[src/rtl/vc_traffic_source.sv]
// Per-VC packet source for arbiter/switch benches: LFSR-driven request, destination and length generation.
// Optional VC_SRC_STATS_EN adds saturating per-VC packet and total flit counters.
module vc_traffic_source #(
    parameter int          VC_NUM     = 3,
    parameter int          PRIO_NUM   = 2,
    parameter int          OUTPUT_NUM = 8,
    parameter int          MAX_PKTS   = 4,
    parameter int          MAX_FLITS  = 8,
    parameter logic [15:0] SEED       = 16'hACE1,
    localparam int         N          = VC_NUM * PRIO_NUM,
    localparam int         VCW        = (N > 1) ? $clog2(N) : 1,
    localparam int         PCW        = $clog2(MAX_PKTS + 1),
    localparam int         FCW        = $clog2(MAX_FLITS + 1)
) (
    input  logic                    clk,
    input  logic                    resetn,
    input  logic                    enable,
    input  logic                    fixed_mode,
    input  logic [N-1:0]            fixed_vcs,
    input  logic [PCW-1:0]          pkts_per_vc,
    input  logic [VCW-1:0]          selected_vc,
    input  logic                    cts,
    output logic [N-1:0]            o_has_packet,
    output logic [N*OUTPUT_NUM-1:0] o_dest,
    output logic [N*VCW-1:0]        o_output_vc,
    output logic                    o_valid,
    output logic                    o_last,
    output logic [VCW-1:0]          o_flit_vc,
    output logic                    o_busy
`ifdef VC_SRC_STATS_EN
    ,
    output logic [N*16-1:0]         o_pkt_sent,
    output logic [31:0]             o_flit_sent
`endif
);

    // state  | meaning
    // IDLE   | no request, waiting for enable and a start bit
    // LOAD   | latch burst size, clear packet count, pick destination
    // REQ    | requesting the arbiter, waiting for a grant
    // XFER   | owns the flit channel, one flit per cts cycle
    typedef enum logic [1:0] {S_IDLE, S_LOAD, S_REQ, S_XFER} state_e;

    localparam logic [31:0]           MAXP_U   = 32'(MAX_PKTS);
    localparam logic [31:0]           MAXF_U   = 32'(MAX_FLITS);
    localparam logic [31:0]           OUTM1_U  = 32'(OUTPUT_NUM - 1);
    localparam logic [OUTPUT_NUM-1:0] DEST_LSB = OUTPUT_NUM'(1);
    localparam int                    SELW     = 1 << VCW;

    state_e                state_q    [N];
    state_e                state_d    [N];
    logic [PCW-1:0]        target_q   [N];
    logic [PCW-1:0]        target_d   [N];
    logic [PCW-1:0]        pkt_cnt_q  [N];
    logic [PCW-1:0]        pkt_cnt_d  [N];
    logic [OUTPUT_NUM-1:0] dest_q     [N];
    logic [OUTPUT_NUM-1:0] dest_d     [N];
    logic [VCW-1:0]        owner_q, owner_d;
    logic [FCW-1:0]        flen_q, flen_d;
    logic [FCW-1:0]        flit_cnt_q, flit_cnt_d;
    logic [15:0]           lfsr_q, lfsr_d;

    logic [N-1:0]          req_vec, xfer_vec;
    logic [SELW-1:0]       req_ext;
    logic                  busy, grant_any, flit_last;
    logic [PCW-1:0]        rand_pkts;
    logic [FCW-1:0]        new_flen;
    logic [OUTPUT_NUM-1:0] new_dest;

    assign lfsr_d = lfsr_q[0] ? ({1'b0, lfsr_q[15:1]} ^ 16'hB400) : {1'b0, lfsr_q[15:1]};

    assign rand_pkts = PCW'(32'd1 + (32'(lfsr_q) % MAXP_U));
    assign new_flen  = FCW'(32'd1 + (32'(lfsr_q[15:8]) % MAXF_U));
    assign new_dest  = DEST_LSB << (32'd1 + (32'(lfsr_q[15:4]) % OUTM1_U));

    always_comb begin
        req_vec  = '0;
        xfer_vec = '0;
        for (int i = 0; i < N; i++) begin
            req_vec[i]  = (state_q[i] == S_REQ);
            xfer_vec[i] = (state_q[i] == S_XFER);
        end
    end

    // Padding to a power of two makes out-of-range selected_vc read a zero request.
    assign req_ext   = SELW'(req_vec);
    assign busy      = |xfer_vec;
    assign grant_any = cts & ~busy & req_ext[selected_vc];
    assign flit_last = busy & cts & ((flit_cnt_q + 1'b1) == flen_q);

    always_ff @(posedge clk) begin
        if (!resetn) begin
            for (int i = 0; i < N; i++) state_q[i] <= S_IDLE;
        end else begin
            for (int i = 0; i < N; i++) state_q[i] <= state_d[i];
        end
    end

    always_comb begin
        for (int i = 0; i < N; i++) begin
            state_d[i] = state_q[i];
            case (state_q[i])
                S_IDLE: if (enable && (fixed_mode ? fixed_vcs[i] : lfsr_q[i % 16]))
                            state_d[i] = S_LOAD;
                S_LOAD: state_d[i] = S_REQ;
                S_REQ:  if (grant_any && (selected_vc == VCW'(i)))
                            state_d[i] = S_XFER;
                S_XFER: if (flit_last)
                            state_d[i] = ((pkt_cnt_q[i] + 1'b1) == target_q[i]) ? S_IDLE : S_REQ;
                default: state_d[i] = S_IDLE;
            endcase
        end
    end

    always_comb begin
        owner_d    = owner_q;
        flen_d     = flen_q;
        flit_cnt_d = flit_cnt_q;
        for (int i = 0; i < N; i++) begin
            target_d[i]  = target_q[i];
            pkt_cnt_d[i] = pkt_cnt_q[i];
            dest_d[i]    = dest_q[i];
            if (state_q[i] == S_LOAD) begin
                target_d[i]  = fixed_mode ? PCW'(1) : ((pkts_per_vc != '0) ? pkts_per_vc : rand_pkts);
                pkt_cnt_d[i] = '0;
                dest_d[i]    = new_dest;
            end else if ((state_q[i] == S_XFER) && flit_last) begin
                pkt_cnt_d[i] = pkt_cnt_q[i] + 1'b1;
                dest_d[i]    = ((pkt_cnt_q[i] + 1'b1) == target_q[i]) ? '0 : new_dest;
            end
        end
        if (grant_any) begin
            owner_d    = selected_vc;
            flen_d     = new_flen;
            flit_cnt_d = '0;
        end else if (busy && cts) begin
            flit_cnt_d = flit_last ? '0 : flit_cnt_q + 1'b1;
        end
    end

    always_ff @(posedge clk) begin
        if (!resetn) begin
            lfsr_q     <= SEED;
            owner_q    <= '0;
            flen_q     <= '0;
            flit_cnt_q <= '0;
            for (int i = 0; i < N; i++) begin
                target_q[i]  <= '0;
                pkt_cnt_q[i] <= '0;
                dest_q[i]    <= '0;
            end
        end else begin
            lfsr_q     <= lfsr_d;
            owner_q    <= owner_d;
            flen_q     <= flen_d;
            flit_cnt_q <= flit_cnt_d;
            for (int i = 0; i < N; i++) begin
                target_q[i]  <= target_d[i];
                pkt_cnt_q[i] <= pkt_cnt_d[i];
                dest_q[i]    <= dest_d[i];
            end
        end
    end

    always_comb begin
        o_has_packet = '0;
        o_dest       = '0;
        o_output_vc  = '0;
        for (int i = 0; i < N; i++) begin
            o_has_packet[i] = (state_q[i] == S_REQ) || (state_q[i] == S_XFER);
            if (state_q[i] != S_IDLE) begin
                o_dest[i*OUTPUT_NUM +: OUTPUT_NUM] = dest_q[i];
                o_output_vc[i*VCW +: VCW]          = VCW'(i);
            end
        end
        o_valid   = busy & cts;
        o_last    = flit_last;
        o_flit_vc = busy ? owner_q : '0;
        o_busy    = busy;
    end

`ifdef VC_SRC_STATS_EN
    logic [15:0] pkt_sent_q [N];
    logic [31:0] flit_sent_q;

    always_ff @(posedge clk) begin
        if (!resetn) begin
            flit_sent_q <= '0;
            for (int i = 0; i < N; i++) pkt_sent_q[i] <= '0;
        end else begin
            if (o_valid && (flit_sent_q != '1)) flit_sent_q <= flit_sent_q + 1'b1;
            for (int i = 0; i < N; i++) begin
                if (flit_last && (owner_q == VCW'(i)) && (pkt_sent_q[i] != '1))
                    pkt_sent_q[i] <= pkt_sent_q[i] + 1'b1;
            end
        end
    end

    always_comb begin
        o_pkt_sent = '0;
        for (int i = 0; i < N; i++) o_pkt_sent[i*16 +: 16] = pkt_sent_q[i];
        o_flit_sent = flit_sent_q;
    end
`endif

endmodule

[config.mk]
export PLATFORM = sky130hd
export DESIGN_NAME = vc_traffic_source
export DESIGN_NICKNAME = d
export VERILOG_FILES = /design/src/rtl/vc_traffic_source.sv
export SDC_FILE = /design/constraint.sdc
export NUM_CORES = 1
export LEC_CHECK = 0
export ABC_AREA = 0
export BUFFER_PORTS_ARGS = -buffer_cell sky130_fd_sc_hd__buf_4
export CAP_MARGIN = 20
export CORE_MARGIN = 4
export CORE_UTILIZATION = 45
export DETAILED_ROUTE_END_ITERATION = 6
export PLACE_DENSITY = 0.66
export SYNTH_ARGS = -nofsm -noshare
export SYNTH_HDL_FRONTEND = slang
export SYNTH_SLANG_ARGS = --single-unit
[constraint.sdc]
create_clock -name clk -period 6.67 [get_ports clk]
set_input_delay 0.667 -clock clk [delete_from_list [all_inputs] [get_ports clk]]
set_output_delay 0.667 -clock clk [all_outputs]
set_load 0.05 [all_outputs]
==> impl_metrics.yaml, run 1 <==
timing:
  fin_setup_tns_ns: 0
  final-setup-viol-count: 0
  tightest_slew_ns: 0.979
  hold_violations: 0
  maxSlewHeadroom_pct: 34.3
  finClkSkew_ns: 0.00924
  fin_crit_ns: 6.56
  hold_ws_ns: 0.442
  fin_crit_sh_pct: 98.3
  timing.final.ws_setup_ns: 0.110
  clock.fmax_ghz: 0.152
  slew_violations: 0
die:
  design.core.area_mm2: 0.0168
  die_area_mm2: 0.0196
  die_w_um: 140
  ios: 95
  dieHeight_um: 140
  start_util_pct: 46.6
  rows: 47
global_routing:
  grt.overflow.total: 0
  grt_max_degree: 83
  grt.total_usage_pct: 20.7
  grt_antenna_before_repair: 0
  grt_first_pass_wirelength_um: 33900
  grt_pass1_vias: 6822
synth:
  postSynth.asyncResetShare_pct: 0
  ys.flop_type: "dfxtp_1"
  muxShareOfSynthArea_pct: 4.36
  synth_seq_cells: 123
  synth_cell_types: 88
  synth_compound_area_share_pct: 24.4
  syn_inst: 963
  syn_area_mm2: 0.00784
  synth-edff-count: 0
  ys_seq_area_share_pct: 31.4
  synth-simple-area-share_pct: 26.6
  ys_warn_count: 0
  synthAdderAreaFrac_pct: 2.65
  synth_xor_area_share_pct: 4.92
  avgSynthCellArea_um2: 8.14
  synth_top_family_by_area: "simple AND/OR/NAND/NOR gates"
drt:
  wire_per_inst_um: 16.9
  antenna_left: 0
  vias_per_cell: 5.74
  firstDrtPassIters: 5
  drt_iter0_markers: 409
  routed_wl_um: 21900
  drt_drc_violations_left: 0
  num_vias: 7450
setup_path:
  crit_top_cell: "nand2_1"
  path_class: "reg -> reg"
  critical_path.max_fanout: 6
  cpLargestDelayFamily: "compound AO/OA/AOI/OAI gates"
  path_buf_inv: 3
  crit_path_end_kind: "flip-flop"
  slowest_stage: "o41a_1"
  cp.arrival_ns: 6.92
  reg2reg_depth: 30
  start_kind: "flip-flop"
  crit_cells: 30
  cpPeakStageDelay_ns: 0.41
  ff2ff_setup_slack_ns: 0.11
  cp.required_ns: 7.03
layout:
  fin_util_pct: 58.9
  postLayoutCellArea_mm2: 0.00991
  drive_above_1_share_pct: 24.2
  multi_input_area_mm2: 0.00539
  diodes: 0
  final_cell_mix: "buf_4, dfxtp_1, nand2_1"
  final_nets: 1097
  nFillCells: 1547
  regArea_mm2: 0.00246
  final_common_cell: "buf_4"
  syn_to_final_growth_pct: 26.4
placed_design:
  place_congestion: 0.899
  post-place-ws_ns: -0.0486
  port_buffers: 83
  place_hpwl_um: 15400
  dpl_cell_area_mm2: 0.00882
power_and_ir_drop:
  power_density_mw_per_mm2: 381
  p_leak_nw: 3.91
  peakVddDrop_uv: 349
status:
  outcome: "complete, no violations"
cts:
  root_buffer: "clkbuf_16"
  path_clk_slew_ns: 0.06
  clock_latency_ns: 0.42
  tritoncts: "built"
  htreeDepth: 4
  cts_inserted_buffers: 17
  cts_buffer_depth: 2
  cts_hold_buf: 0
  cts_sinks: 123
run:
  cap_viol_max_count: 0
hold_path:
  hold_class: "reg -> reg"
  whs_path_depth: 2
## synth_stat cells (5+ instances only)
library cell	instances	area [um2]
inv_1	24	90.1
and3_1	17	106
nand2_1	107	402
dfxtp_1	123	2460
a22oi_1	8	60.1
clkbuf_1	45	169
nor2b_1	98	613
and2_1	22	138
nor3b_1	10	75.1
nand2b_1	14	87.6
a211oi_1	14	105
o31ai_1	5	37.5
a21boi_1	5	37.5
o211ai_1	5	37.5
ha_1	15	188
xor2_1	13	114
nor2_1	38	143
buf_2	7	35.0
o21ai_1	29	145
nand3_1	24	120
a32o_1	25	250
mux2_2	5	56.3
o31a_1	5	43.8
xnor2_1	31	272
a31oi_1	9	56.3
nand4_1	11	68.8
o211a_1	11	110
nor3_1	22	110
a21oi_1	43	215
a21boi_0	5	37.5
buf_4	15	113
o21ai_0	29	145
mux2i_1	26	260
## registers in the layout, summed over array words and instances, names as in the netlist
name	flops
flen_q	4
state_q	12
lfsr_q	16
target_q	18
flit_cnt_q	4
pkt_cnt_q	18
owner_q	3
dest_q	48
## per-layer routing
metal | part of all wire (%) | GRT usage, %
met1 | 44 | 27.3
met2 | 48 | 34.6
met3 | 6.7 | 4.06
met4 | 1.5 | 5.86
met5 | 0 | 0
## worst reg2reg max path, delay by kind of cell, from the launching register on
family                     cells  cell delay [ns]
AOI/OAI and AO/OA              9             2.26
xor gates and xnor gates       1             0.16
adders and majority gates      4             0.84
buffers and inverters          3             0.42
DFF                            1             0.33
muxes                          3             0.94
and+or+nand+nor               10             1.56
## final cells by class
| cell class | count | area share (%) |
|---|---|---|
| clock buffer | 19 | 4.57 |
| clock inverter | 13 | 1.21 |
| inverter | 27 | 1.07 |
| multi-input combinational | 752 | 54.4 |
| sequential | 123 | 24.9 |
| tap | 220 | 2.78 |
| timing repair buffer | 144 | 11.1 |
## kinds of logic after synthesis
family                   count (synthesis)
flip-flops                             123
AND/OR/NAND/NOR                        387
multiplexers                            33
buffers and inverters                   98
other                                    1
adder cells (fa/ha/maj)                 17
AO/OA/AOI/OAI                          260
XOR/XNOR                                44
## final timing paths
check          startpoint             to
min          dest_q[0][4]   dest_q[0][4]
max            lfsr_q[14]  dest_q[0][17]
max reg2reg    lfsr_q[14]  dest_q[0][17]
min reg2reg  dest_q[0][4]   dest_q[0][4]
## repair_timing
item | CTS | global route
gates resized for setup | 14 | 68
pin swaps | 4 | 24
setup endpoints to repair | 36 | 48
setup buffers | 2 | 12
## per-stage QoR
step | std cells | power, W
after detailed placement | 1252 | 0.00244
after global routing | 1298 | 0.00396
after CTS | 1286 | 0.00335
after global placement | 1252 | 0.00244
final | 1298 | 0.00377
after floorplan | 973 | 0.00195
## power breakdown
group | leakage (nW) | total (W) | switching (W) | internal (W)
registers | 1.00 | 0.000833 | 0.0000522 | 0.000781
logic | 2.65 | 0.00206 | 0.00119 | 0.000864
clock network | 0.264 | 0.000881 | 0.000349 | 0.000532
(Power assumes the default switching activity.)
==> run 2, diff against run 1 <==
--- a/config.mk
+++ b/config.mk
@@ -5,7 +5,7 @@
 export SDC_FILE = /design/constraint.sdc
 export NUM_CORES = 1
 export LEC_CHECK = 0
-export ABC_AREA = 0
+export ABC_AREA = 1
 export BUFFER_PORTS_ARGS = -buffer_cell sky130_fd_sc_hd__buf_4
 export CAP_MARGIN = 20
 export CORE_MARGIN = 4
==> run 2 against run 1 <==
Via count is 2.1% higher. Register-to-register slack better by 0.15 ns. Synthesized cell count is 18% higher. First-iteration DRC count is 37% higher. Critical path type unchanged. Utilization is 1.2 points lower. Clock power is 10% lower. Critical path depth is 21 higher. Worst hold slack worse by 0.0082 ns. Final area is 2.4% lower.
==> impl_metrics.yaml, run 2 <==
status:
  outcome: "complete, no violations"
cts:
  cts_sinks: 123
  cts_hold_buf: 0
  cts_buffer_depth: 2
  clock_latency_ns: 0.42
  htreeDepth: 4
  cts_inserted_buffers: 17
  path_clk_slew_ns: 0.06
  tritoncts: "built"
  root_buffer: "clkbuf_16"
timing:
  tightest_slew_ns: 0.977
  hold_violations: 0
  clock.fmax_ghz: 0.156
  slew_violations: 0
  final-setup-viol-count: 0
  hold_ws_ns: 0.434
  fin_crit_sh_pct: 96.1
  finClkSkew_ns: 0.00751
  maxSlewHeadroom_pct: 34.6
  fin_crit_ns: 6.41
layout:
  final_cells: 1487
  reg.largest.list: "dest_q (48), pkt_cnt_q (18), target_q (18)"
  final_common_cell: "nand2_1"
  fin_util_pct: 57.7
  syn_to_final_growth_pct: 24.6
  drive_above_1_share_pct: 24.1
  final_cell_mix: "nand2_1, inv_1, buf_4"
  postLayoutCellArea_mm2: 0.00968
  largest_register_ffs: 48
  nFillCells: 1540
  diodes: 0
  regMostFlops: "dest_q"
  final_nets: 1288
synth:
  postSynth.asyncResetShare_pct: 0
  synth_top_area_share_pct: 31.7
  ys.flop_type: "dfxtp_1"
  synth_cell_types: 50
  yosys.area.top_type: "dfxtp_1"
  yosys-top-cells-count: "nand2_1, inv_1, dfxtp_1, nor2_1, a21oi_1"
  ys_seq_area_share_pct: 31.7
  ys_warn_count: 0
  synth-edff-count: 0
  avgSynthCellArea_um2: 6.83
  yosysMostFrequentCell: "nand2_1"
  syn_area_mm2: 0.00776
  synth_seq_cells: 123
  syn_inst: 1136
  netlist_top_cells_area: "dfxtp_1, nand2_1, inv_1, nand4_1, nor2_1"
die:
  dieHeight_um: 139
  start_util_pct: 46.3
  rows: 47
  die_w_um: 139
  ios: 95
  design.core.area_mm2: 0.0168
  die_area_mm2: 0.0194
global_routing:
  grt_antenna_before_repair: 0
  grt_first_pass_wirelength_um: 33500
  grt.total_usage_pct: 20.7
  grt_max_degree: 39
  grt_pass1_vias: 6897
  grt.overflow.total: 0
power_and_ir_drop:
  peakVddDrop_uv: 527
  p_leak_nw: 4.28
  total_power_w: 0.00468
  power_density_mw_per_mm2: 484
setup_path:
  ff2ff_setup_slack_ns: 0.26
  cpPeakStageDelay_ns: 0.41
  cp.required_ns: 7.01
  start_kind: "flip-flop"
  critical_path.max_fanout: 6
  reg2reg_depth: 51
  reg2reg_to: "dest_q[0][1]"
  timing.rr.start: "lfsr_q[8]"
  crit_end: "dest_q[0][1]"
  crit_start: "lfsr_q[8]"
  crit_path_end_kind: "flip-flop"
  path_class: "reg -> reg"
  cp.arrival_ns: 6.75
  slowest_stage: "nor3_4"
drt:
  antenna_left: 0
  drt_drc_violations_left: 0
  firstDrtPassIters: 5
  routed_wl_um: 21500
  num_vias: 7606
  wire_per_inst_um: 14.5
  drt_iter0_markers: 562
  vias_per_cell: 5.11
placed_design:
  port_buffers: 83
  place_hpwl_um: 15400
  dpl.cell_count: 1423
  dpl_cell_area_mm2: 0.00854
  place_congestion: 0.853
hold_path:
  hold_class: "reg -> reg"
run:
  cap_viol_max_count: 0
run 2: cell type report:
class / count / area, um2 / area share [%]
repair buffers: 135 / 1080 / 11.1
flip-flops and latches: 123 / 2470 / 25.5
inverters: 191 / 717 / 7.41
clock inverters: 7 / 47.5 / 0.491
clock buffers: 23 / 448 / 4.63
well taps: 220 / 275 / 2.84
multi-input cells: 788 / 4640 / 48.0
run 2: through the flow:
step / setup WS, ns / TNS (ns)
floorplan: 0.460 / 0
CTS: 0.0177 / 0
global route: -0.159 / -3.63
finish: 0.259 / 0
detailed placement: -0.0714 / -1.55
global placement: 0.159 / 0
run 2: kinds of logic (layout without fill, tap and decap cells):
family | after synthesis | in the layout | share of synthesized area, %
AND/OR/NAND/NOR | 566 | 566 | 37.3
buffers and inverters | 235 | 356 | 13.0
AO/OA/AOI/OAI | 164 | 164 | 11.7
flip-flops | 123 | 123 | 31.7
XOR/XNOR | 32 | 32 | 3.85
adder cells (fa/ha/maj) | 15 | 15 | 2.42
other | 1 | 11 | 0.0483
run 2: per-layer routing:
metal  routed length, um  track usage [%]  part of all wire (%)
met1               10200             28.8                    47
met2                9800             32.9                    46
met3                1200             4.22                   5.6
met4                 318             5.61                   1.5
met5                   0                0                     0
run 2: critical path, delay by kind of cell, from the launching register on:
family	cells	cell delay, ns
AO/OA/AOI/OAI	2	0.20
adder cells (fa/ha/maj)	3	0.50
buffers and inverters	9	1.08
flip-flops	1	0.35
AND/OR/NAND/NOR	37	4.18
run 2: how the worst min path moves through the flow:
stage / from / endpoint / slack [ns] / depth (start not counted)
floorplan: lfsr_q[2] / lfsr_q[1] / 0.41 / 2
global route: lfsr_q[2] / lfsr_q[1] / 0.46 / 2
global placement: lfsr_q[2] / lfsr_q[1] / 0.43 / 2
detailed placement: lfsr_q[2] / lfsr_q[1] / 0.42 / 2
finish: lfsr_q[2] / lfsr_q[1] / 0.43 / 2
CTS: lfsr_q[2] / lfsr_q[1] / 0.43 / 2
run 2: power breakdown:
group          switching, W  internal [W]  leakage (nW)
clock              0.000325      0.000468         0.237
combinational       0.00202       0.00104          3.04
sequential        0.0000411      0.000786          1.00
run 2: timing repair:
action | CTS | global route
pin swaps | 0 | 33
resized for setup | 4 | 76
endpoints found under the setup margin | 47 | 48
setup buffers | 1 | 30
endpoints found under the hold margin | 0 | 0
gates cloned | 0 | 3
